File: src/rtl/set_assoc_cache_lru_if.sv
// Request and next-level bus for set_assoc_cache_lru.
//  Requester side : enable, we, addr_in, data_in -> cache; data_out, found_data, miss, busy <- cache
//  Next-level side: mem_req, mem_we, mem_addr, mem_wdata <- cache; mem_rdata, mem_done -> cache
//  Statistics     : hit_count, miss_count <- cache
//  slave  : the view used by the cache itself
//  master : the view used by whatever drives requests and models the next level
interface set_assoc_cache_lru_if #(
  parameter int ADDR_LENGTH = 10,
  parameter int BLOCK_SIZE  = 32,
  parameter int STAT_W      = 16
);
  logic                   enable;
  logic                   we;
  logic [ADDR_LENGTH-1:0] addr_in;
  logic [BLOCK_SIZE-1:0]  data_in;
  logic [BLOCK_SIZE-1:0]  data_out;
  logic                   found_data;
  logic                   miss;
  logic                   busy;
  logic                   mem_req;
  logic                   mem_we;
  logic [ADDR_LENGTH-1:0] mem_addr;
  logic [BLOCK_SIZE-1:0]  mem_wdata;
  logic [BLOCK_SIZE-1:0]  mem_rdata;
  logic                   mem_done;
  logic [STAT_W-1:0]      hit_count;
  logic [STAT_W-1:0]      miss_count;

  modport slave (
    input  enable, we, addr_in, data_in, mem_rdata, mem_done,
    output data_out, found_data, miss, busy, mem_req, mem_we, mem_addr, mem_wdata,
           hit_count, miss_count
  );

  modport master (
    output enable, we, addr_in, data_in, mem_rdata, mem_done,
    input  data_out, found_data, miss, busy, mem_req, mem_we, mem_addr, mem_wdata,
           hit_count, miss_count
  );
endinterface

File: src/rtl/set_assoc_cache_lru.sv
// N-way set-associative cache level, one word per line, true-LRU replacement per set.
// Write-through with no-write-allocate; read misses refill through mem_req/mem_done.
// Ports:
//  clk    clock, all state on posedge
//  reset  synchronous, active-high; clears control, valid bits, ages, counters, data_out
//  bus    set_assoc_cache_lru_if.slave: request strobe/address/data, completion pulses,
//         next-level handshake and saturating hit/miss counters
module set_assoc_cache_lru #(
  parameter int SIZE          = 128,
  parameter int ADDR_LENGTH   = 10,
  parameter int DELAY         = 10,
  parameter int BLOCK_SIZE    = 32,
  parameter int ASSOCIATIVITY = 4,
  parameter int STAT_W        = 16
) (
  input logic                 clk,
  input logic                 reset,
  set_assoc_cache_lru_if.slave bus
);
  localparam int SETS     = SIZE / BLOCK_SIZE;
  localparam int BYTE_SEL = $clog2(BLOCK_SIZE / 8);
  localparam int INDEX    = $clog2(SETS);
  localparam int TAG_W    = ADDR_LENGTH - INDEX - BYTE_SEL;
  localparam int AGE_W    = $clog2(ASSOCIATIVITY);
  localparam int CNT_W    = $clog2(DELAY + 1);

  typedef enum logic [1:0] {IDLE, LOOKUP, MEM} state_t;
  typedef logic [ASSOCIATIVITY-1:0][AGE_W-1:0] ages_t;

  state_t                 state_q, state_d;
  logic [CNT_W-1:0]       cnt_q;
  logic [ADDR_LENGTH-1:0] addr_p0;
  logic                   we_p0;
  logic [BLOCK_SIZE-1:0]  data_p0;

  logic [SETS-1:0][ASSOCIATIVITY-1:0] valid_q;
  ages_t                  age_q    [SETS];
  logic [TAG_W-1:0]       tag_arr  [SETS][ASSOCIATIVITY];
  logic [BLOCK_SIZE-1:0]  line_arr [SETS][ASSOCIATIVITY];

  logic [BLOCK_SIZE-1:0]  data_out_q;
  logic                   found_q, miss_q, mem_req_q, mem_we_q;
  logic [STAT_W-1:0]      hit_cnt_q, miss_cnt_q;

  logic [INDEX-1:0]       idx;
  logic [TAG_W-1:0]       tag;
  logic                   hit;
  logic [AGE_W-1:0]       hit_way, victim, oldest;
  logic                   have_invalid;
  logic                   lookup_done;

  function automatic logic [STAT_W-1:0] sat_inc(input logic [STAT_W-1:0] c);
    return (&c) ? c : c + STAT_W'(1);
  endfunction

  // Ways younger than w age by one, w becomes the youngest; keeps ages a permutation.
  function automatic ages_t touch(input ages_t a, input logic [AGE_W-1:0] w);
    ages_t r;
    r = a;
    for (int i = 0; i < ASSOCIATIVITY; i++)
      if (a[i] < a[w]) r[i] = a[i] + AGE_W'(1);
    r[w] = '0;
    return r;
  endfunction

  assign idx         = addr_p0[BYTE_SEL +: INDEX];
  assign tag         = addr_p0[ADDR_LENGTH-1 -: TAG_W];
  assign lookup_done = (state_q == LOOKUP) && (cnt_q == CNT_W'(DELAY));

  // Descending scans so the lowest matching index wins.
  always_comb begin
    hit          = 1'b0;
    hit_way      = '0;
    have_invalid = 1'b0;
    oldest       = '0;
    for (int w = ASSOCIATIVITY - 1; w >= 0; w--) begin
      if (valid_q[idx][w] && (tag_arr[idx][w] == tag)) begin
        hit     = 1'b1;
        hit_way = AGE_W'(w);
      end
      if (!valid_q[idx][w]) have_invalid = 1'b1;
      if (age_q[idx][w] == AGE_W'(ASSOCIATIVITY - 1)) oldest = AGE_W'(w);
    end
    victim = oldest;
    for (int w = ASSOCIATIVITY - 1; w >= 0; w--)
      if (!valid_q[idx][w]) victim = AGE_W'(w);
  end

  always_comb begin
    state_d = state_q;
    case (state_q)
      IDLE:    if (bus.enable) state_d = LOOKUP;
      LOOKUP:  if (lookup_done) state_d = (hit && !we_p0) ? IDLE : MEM;
      MEM:     if (bus.mem_done) state_d = IDLE;
      default: state_d = IDLE;
    endcase
  end

  // Control, status and replacement state
  always_ff @(posedge clk) begin
    if (reset) begin
      state_q    <= IDLE;
      cnt_q      <= '0;
      data_out_q <= '0;
      found_q    <= 1'b0;
      miss_q     <= 1'b0;
      mem_req_q  <= 1'b0;
      mem_we_q   <= 1'b0;
      hit_cnt_q  <= '0;
      miss_cnt_q <= '0;
      valid_q    <= '0;
      for (int s = 0; s < SETS; s++)
        for (int w = 0; w < ASSOCIATIVITY; w++)
          age_q[s][w] <= AGE_W'(w);
    end else begin
      state_q <= state_d;
      found_q <= 1'b0;
      miss_q  <= 1'b0;
      case (state_q)
        IDLE: if (bus.enable) cnt_q <= CNT_W'(1);
        LOOKUP: begin
          cnt_q <= cnt_q + CNT_W'(1);
          if (lookup_done) begin
            if (hit) begin
              age_q[idx] <= touch(age_q[idx], hit_way);
              hit_cnt_q  <= sat_inc(hit_cnt_q);
              if (!we_p0) begin
                data_out_q <= line_arr[idx][hit_way];
                found_q    <= 1'b1;
              end else begin
                mem_req_q <= 1'b1;
                mem_we_q  <= 1'b1;
              end
            end else begin
              miss_q     <= 1'b1;
              miss_cnt_q <= sat_inc(miss_cnt_q);
              mem_req_q  <= 1'b1;
              mem_we_q   <= we_p0;
            end
          end
        end
        MEM: if (bus.mem_done) begin
          mem_req_q <= 1'b0;
          found_q   <= 1'b1;
          if (!mem_we_q) begin
            valid_q[idx][victim] <= 1'b1;
            age_q[idx]           <= touch(age_q[idx], victim);
            data_out_q           <= bus.mem_rdata;
          end
        end
        default: ;
      endcase
    end
  end

  // Request capture and line storage
  always_ff @(posedge clk) begin
    if (state_q == IDLE && bus.enable) begin
      addr_p0 <= bus.addr_in;
      we_p0   <= bus.we;
      data_p0 <= bus.data_in;
    end
    if (lookup_done && hit && we_p0)
      line_arr[idx][hit_way] <= data_p0;
    if (state_q == MEM && bus.mem_done && !mem_we_q) begin
      line_arr[idx][victim] <= bus.mem_rdata;
      tag_arr[idx][victim]  <= tag;
    end
  end

  assign bus.data_out   = data_out_q;
  assign bus.found_data = found_q;
  assign bus.miss       = miss_q;
  assign bus.busy       = (state_q != IDLE);
  assign bus.mem_req    = mem_req_q;
  assign bus.mem_we     = mem_we_q;
  assign bus.mem_addr   = addr_p0;
  assign bus.mem_wdata  = data_p0;
  assign bus.hit_count  = hit_cnt_q;
  assign bus.miss_count = miss_cnt_q;
endmodule

File: src/flat_wrapper.sv
// flat-port wrapper written by rule: the top's interface ports become plain ports
module set_assoc_cache_lru_flat 
#(
  parameter int SIZE          = 128,
  parameter int ADDR_LENGTH   = 10,
  parameter int DELAY         = 10,
  parameter int BLOCK_SIZE    = 32,
  parameter int ASSOCIATIVITY = 4,
  parameter int STAT_W        = 16
)
  (clk, reset, bus_enable, bus_we, bus_addr_in, bus_data_in, bus_mem_rdata, bus_mem_done, bus_data_out, bus_found_data, bus_miss, bus_busy, bus_mem_req, bus_mem_we, bus_mem_addr, bus_mem_wdata, bus_hit_count, bus_miss_count);
  set_assoc_cache_lru_if #(.ADDR_LENGTH(ADDR_LENGTH), .BLOCK_SIZE(BLOCK_SIZE), .STAT_W(STAT_W)) bus_i ();
  input logic clk;
  input logic reset;
  input wire logic [$bits(bus_i.enable)-1:0] bus_enable;
  input wire logic [$bits(bus_i.we)-1:0] bus_we;
  input wire logic [$bits(bus_i.addr_in)-1:0] bus_addr_in;
  input wire logic [$bits(bus_i.data_in)-1:0] bus_data_in;
  input wire logic [$bits(bus_i.mem_rdata)-1:0] bus_mem_rdata;
  input wire logic [$bits(bus_i.mem_done)-1:0] bus_mem_done;
  output wire logic [$bits(bus_i.data_out)-1:0] bus_data_out;
  output wire logic [$bits(bus_i.found_data)-1:0] bus_found_data;
  output wire logic [$bits(bus_i.miss)-1:0] bus_miss;
  output wire logic [$bits(bus_i.busy)-1:0] bus_busy;
  output wire logic [$bits(bus_i.mem_req)-1:0] bus_mem_req;
  output wire logic [$bits(bus_i.mem_we)-1:0] bus_mem_we;
  output wire logic [$bits(bus_i.mem_addr)-1:0] bus_mem_addr;
  output wire logic [$bits(bus_i.mem_wdata)-1:0] bus_mem_wdata;
  output wire logic [$bits(bus_i.hit_count)-1:0] bus_hit_count;
  output wire logic [$bits(bus_i.miss_count)-1:0] bus_miss_count;
  assign bus_i.enable = bus_enable;
  assign bus_i.we = bus_we;
  assign bus_i.addr_in = bus_addr_in;
  assign bus_i.data_in = bus_data_in;
  assign bus_i.mem_rdata = bus_mem_rdata;
  assign bus_i.mem_done = bus_mem_done;
  assign bus_data_out = bus_i.data_out;
  assign bus_found_data = bus_i.found_data;
  assign bus_miss = bus_i.miss;
  assign bus_busy = bus_i.busy;
  assign bus_mem_req = bus_i.mem_req;
  assign bus_mem_we = bus_i.mem_we;
  assign bus_mem_addr = bus_i.mem_addr;
  assign bus_mem_wdata = bus_i.mem_wdata;
  assign bus_hit_count = bus_i.hit_count;
  assign bus_miss_count = bus_i.miss_count;
  set_assoc_cache_lru #(.SIZE(SIZE), .ADDR_LENGTH(ADDR_LENGTH), .DELAY(DELAY), .BLOCK_SIZE(BLOCK_SIZE), .ASSOCIATIVITY(ASSOCIATIVITY), .STAT_W(STAT_W)) u_core (.clk(clk), .reset(reset), .bus(bus_i));
endmodule
File: config.mk
export PLATFORM = sky130hd
export DESIGN_NAME = set_assoc_cache_lru_flat
export DESIGN_NICKNAME = d
export VERILOG_FILES = /design/src/rtl/set_assoc_cache_lru_if.sv /design/src/rtl/set_assoc_cache_lru.sv /design/src/flat_wrapper.sv
export SDC_FILE = /design/constraint.sdc
export NUM_CORES = 1
export LEC_CHECK = 0
export CORE_MARGIN = 1
export CORE_UTILIZATION = 50
export CTS_CLUSTER_SIZE = 20
export DETAILED_ROUTE_END_ITERATION = 7
export GPL_TIMING_DRIVEN = 0
export MAX_ROUTING_LAYER = met4
export PLACE_DENSITY = 0.69
export RECOVER_POWER = 25
export SYNTH_ARGS = -nofsm -noshare
export SYNTH_HDL_FRONTEND = slang
export SYNTH_SLANG_ARGS = --single-unit
File: constraint.sdc
create_clock -name clk -period 14.76 [get_ports clk]
set_input_delay 4.428 -clock clk [delete_from_list [all_inputs] [get_ports clk]]
set_output_delay 4.428 -clock clk [all_outputs]
set_load 0.02 [all_outputs]
# Yosys cells after proc, flatten, opt, wreduce, memory -nomap -nowiden
# Memory sizes are Yosys's and may differ from the RTL's. A register that Yosys moved wholly into a read port is not among the register bits.
# Index checks and enable logic that the tools add are counted.
[classes]
n_addsub = 7
magnitude_cmp = 18
eq_ne = 19
mux = 256
n_bitwise = 142
n_reduce_logical = 34
[ops]
columns = ["cell", "count"]
rows = [
  ["$mux 32", 9],
  ["$mux 128", 2],
  ["$mux 1", 158],
  ["$or 1x1->1", 129],
  ["$demux 32 s2", 2],
  ["$mux 2", 64],
  ["$bmux 32 s2", 1],
  ["$pmux 32 s2", 1],
  ["$add 16x1->16 const B", 2],
  ["$reduce_and 16->1", 2],
  ["$eq 6x6->1", 4],
  ["$mux 24", 1],
  ["$and 8x8->8", 2],
  ["$logic_and 1x1->1", 16],
  ["$lt 2x2->1", 8],
  ["$mux 8", 2],
  ["$not 8->8", 2],
  ["$or 16x16->16", 1],
  ["$demux 6 s2", 1],
  ["$mux 4", 3],
  ["$reduce_and 4->1", 3],
  ["$eq 2x2->1 const B", 5],
  ["$lt 2x3->1 const B", 3],
  ["$reduce_and 3->1", 3],
  ["other kinds (28)", 52],
]
[word_totals]
reg_bits = 133
ram_bits = 640
inputBits = 79
out_inout_bits = 111
wordCells = 495
n_memories = 3
[memory_table]
columns = ["name", "depth", "word_bits", "rd", "rd_clocked_by_memory_dff", "wr", "line", "source"]
rows = [
  ["u_core.line_arr", 4, 128, 1, 1, 1, "set_assoc_cache_lru.sv:39", "logic [BLOCK_SIZE-1:0] line_arr [SETS][ASSOCIATIVITY];"],
  ["u_core.tag_arr", 4, 24, 1, 1, 1, "set_assoc_cache_lru.sv:38", "logic [TAG_W-1:0] tag_arr [SETS][ASSOCIATIVITY];"],
  ["u_core.age_q", 4, 8, 1, 1, 4, "set_assoc_cache_lru.sv:37", "ages_t age_q [SETS];"],
]

# Logic depth before layout (Yosys ltp)
[logic_depth]
ltp_word = 20
mapped_depth = 19

# Worst setup path before layout
# Ideal clock, no wire load.
[synth_timing]
path_type = "input-to-reg"
startpoint = "in bus_mem_done"
endpoint = "mem u_core.line_arr[0][0] (netlist bit) (enable)"
setup_time_ns = 0.421
arrival_ns = 7.247
slack_ns = 7.092
cell_stages = 7
n_path_buf = 2
cell_sequence = "nand2_1 or2_2 clkbuf_1 nor3_1 clkbuf_1 a21oi_1 nor2_1"
[synth_between]
elab_chain_len = 5
[synth_rtl]
columns = ["item", "line", "source"]
rows = [
  ["start: declaration", "flat_wrapper.sv:20", "input wire logic [$bits(bus_i.mem_done)-1:0] bus_mem_done;"],
  ["$logic_and 1x1->1 (2 in a row)", "set_assoc_cache_lru.sv:165", "if (state_q == MEM && bus.mem_done && !mem_we_q) begin"],
  ["$mux 1", "set_assoc_cache_lru.sv:165", ""],
  ["$mux 128 (implied by the code)", "set_assoc_cache_lru.sv:166", "line_arr[idx][victim] <= bus.mem_rdata;"],
  ["$or 1x1->1 (no line)", "--", ""],
  ["end: declaration", "set_assoc_cache_lru.sv:39", ""],
]
# No other way between the ends.

# Worst setup path after layout
[layout_timing]
startpoint = "in bus_mem_done"
endpoint = "mem u_core.line_arr[1][50] (netlist bit) (enable)"
# Same word-level chain as after synthesis.

==> key figures <==
Run status
  • Status: complete, but fails checks
  • Failing checks: capacitance limit, slew limit

Logic synthesis
  • Cell Area, Synth: 32700 µm²
  • Post-synth EDFFs: 683
  • Post-synthesis sequential area ratio: 68.3%
  • #FFs+latches synth: 775
  • Count leader, synth: edfxtp_1
  • Asr flop ratio synth: 0%
  • Distinct cells, synth: 82
  • Share of the synthesized area in the top cell type: 62.7%
  • Synth Area in Compound Gates: 6.04%
  • Top post-synthesis cells by count: edfxtp_1, mux4_2, nor2_1
  • Main combinational cell family by area after synthesis: multiplexers
  • Synth Area in Adders: 0.482%
  • Post-synthesis simple-gate area fraction: 6.95%
  • Dominant synthesized flop cell: edfxtp_1
  • Post-Syn Nets: 2095
  • Ranking of synthesized cells by area: edfxtp_1, mux4_2, dfxtp_1, mux2_2, nor2_1
  • Post-synthesis xor/xnor area fraction: 1.58%
  • Syn. warnings: 0
  • Multiplexer share of the synthesized area: 14.8%
  • Cell taking the most area after synthesis: edfxtp_1
  • Post-Syn Area per Cell: 16.3 µm²
  • Mapped Cells: 2005

Timing
  • Tcrit/Tclk final: 60.1%
  • Least-Margin Pin Slew: 1.80 ns
  • Max-slew violations: 21
  • Final Setup Violations: 0
  • Fin crit period: 8.86 ns
  • Hold WS: 0.458 ns
  • Final Hold Fails: 0
  • Slew HR: -19.9%
  • RSZ-0062 raised after global routing: no
  • Setup TNS: 0 ns
  • Fmax: 113 MHz
  • Setup Skew: 0.0446 ns

Clock tree
  • Deepest clock path buffer count: 3
  • Cts repair resizes: 0
  • TritonCTS clock tree: yes
  • Clk Latency, worst-skew pair: 0.66 ns
  • Clk root buf: clkbuf_16
  • Hold Buf Count CTS: 0
  • Postcts setup bufs: 0
  • Num CTS Buffers: 81
  • CTS Sinks: 775
  • Worst-path clk slew: 0.06 ns
  • # H-tree levels: 3

Die
  • Chip height: 258 µm
  • Total die area: 66400 µm²
  • Die Wd: 258 µm
  • Core ar.: 64600 µm²
  • Row cnt: 93
  • Starting Density: 50.6%
  • Ports: 190

Worst setup path
  • Critical path required time: 15.11 ns
  • Worst-path fanout max: 17
  • Crit end category: flip-flop
  • Largest stage delay, worst path: 1.06 ns
  • Most frequent CP cell: clkbuf_1
  • Cell Chain, Critical Path: dlygate4sd3_1, nand2_1, or2_2, clkbuf_1, nor3_1, clkbuf_1, a21oi_1, nor2_4, buf_12
  • WP buf/inv: 4
  • Critical path depth: 9
  • Crit path arrival time: 9.21 ns
  • Worst setup path category: input pin to flip-flop
  • CP top delay family: simple AND/OR/NAND/NOR gates
  • CP startpoint kind: input pin
  • CP max stage cell: nor3_1
  • Reg2Reg Setup Slack: 7.86 ns
  • Reg2reg path depth: 17

Placed design
  • Hpwl dp: 58800 µm
  • Routability congestion estimate: 0.883
  • PortBufs: 189

Pwr
  • PwrDens: 134 nW/µm²
  • Sw power: 1.27 mW
  • Max rail drop VDD: 0.105 mV
  • Sequential share of power: 47.9%
  • Leakage power: 12.7 nW
  • Clk pwr share: 39.9%
  • Pint: 3.94 mW
  • Comb pwr share: 12.2%
  • Sw frac: 24.5%

Route
  • Vias: 19800
  • Routed Antenna Nets: 0
  • Wire per inst: 27.3 µm
  • 1st-iter DRT viols: 2218
  • DRC Markers: 0
  • Total Wirelength: 87900 µm
  • Vias/cell: 6.15
  • Pre-antenna DRT Iters: 6

Finish
  • # fillers: 4727
  • Synthesis-to-layout area growth: 18.8%
  • Final net count: 2384
  • Share of layout cells above drive strength 1: 19.2%

Global routing
  • Total Routing Usage GR: 27.5%
  • First-pass GRT wire length: 129000 µm
  • GRT overflow: 0
  • Vias in the first global route: 19900
  • Initial antenna violation count: 2
  • Pin count of the biggest net entering global routing: 25

Job
  • Max-cap violations: 1

Hold path
  • Hold Crit Class: flip-flop to flip-flop
  • Cell count of the worst hold path: 1
==> final cells by class <==
class	instances	area [µm²]	share of cell area (%)
buffer	115	514	1.32
inverter	23	86.3	0.222
clock inverter	38	489	1.26
clock buffer	113	2240	5.76
antenna	1	2.50	0.00644
tap	855	1070	2.75
multi-input combinational	1092	9870	25.4
sequential	775	22400	57.5
timing repair buffer	206	2250	5.78
==> logic make-up after synthesis <==
family,Yosys count
muxes,280
buffers and inverters,138
xor gates and xnor gates,59
and+or+nand+nor,477
DFF,775
AOI/OAI and AO/OA,263
adders and majority gates,13
==> metrics by stage <==
stage	total power [mW]	cell area, µm²	worst slack (ns)	utilization (%)	std cells
4_1_cts	5.24	38900	6.06	60.2	3217
3_5_place_dp	3.19	36200	5.40	56.0	3066
3_3_place_gp	3.17	35700	3.52	55.2	3049
5_1_grt	5.36	38900	5.81	60.2	3218
2_1_floorplan	2.94	32700	7.09	-	2005
6_report	5.21	38900	5.90	60.2	3218
==> registers in the layout (all words and copies together), names as in the netlist, 2 cells and up, named ones only <==
register,cells
u_core.line_arr,512
u_core.tag_arr,96
u_core.age_q,32
u_core.bus.data_out,32
u_core.bus.mem_wdata,32
u_core.bus.hit_count,16
u_core.bus.miss_count,16
u_core.valid_q,16
u_core.bus.mem_addr,10
u_core.cnt_q,4
u_core.state_q,2
==> final timing paths <==
kind / start / end
hold reg to reg: u_core.bus.data_out[11]$_SDFFE_PP0P_ / u_core.bus.data_out[11]$_SDFFE_PP0P_
setup / recovery: bus_mem_done / u_core.line_arr[1][50]$_DFFE_PP_
hold / removal: u_core.bus.data_out[11]$_SDFFE_PP0P_ / u_core.bus.data_out[11]$_SDFFE_PP0P_
setup reg to reg: flip-flop / u_core.line_arr[1][50]$_DFFE_PP_
==> placed cells by master, fill, tap and decap left out, types with 8 or more instances in the layout <==
cell	n
mux2i_1	26
clkdlybuf4s50_1	38
xnor2_1	32
o211ai_1	14
nand4_1	8
a21o_1	10
clkinv_2	12
o21ai_0	23
nand2b_1	75
buf_12	13
dlygate4sd3_1	151
a32o_1	32
and3_1	8
a21oi_1	70
xor2_1	27
mux4_2	151
clkbuf_16	82
bufinv_16	8
nor2_4	16
nor2_1	119
a22oi_1	34
nor3_1	18
nand3_1	57
mux2_2	95
dfxtp_1	92
o21ai_1	8
buf_2	14
nand2_1	134
inv_1	23
a211o_1	8
ha_1	11
clkbuf_1	112
edfxtp_1	683
==> power by group through the flow <==
stage                     Clock (mW)  Sequential [mW]  Combinational [mW]
after CTS                       2.10             2.50               0.648
after detailed placement           0             2.54               0.644
after global placement             0             2.54               0.624
after global routing            2.18             2.50               0.676
final                           2.08             2.50               0.634
after floorplan                    0             2.56               0.388
==> metal layers <==
| layer | wire length (µm) | share of wire [%] | GRT usage (%) |
|---|---|---|---|
| met5 | 0 | 0 | - |
| met4 | 2170 | 2.5 | 8.35 |
| met3 | 7760 | 8.8 | 5.01 |
| met2 | 42800 | 49 | 43.1 |
| met1 | 35100 | 40 | 36.8 |
No activity file was read; power rests on OpenSTA's default activity.
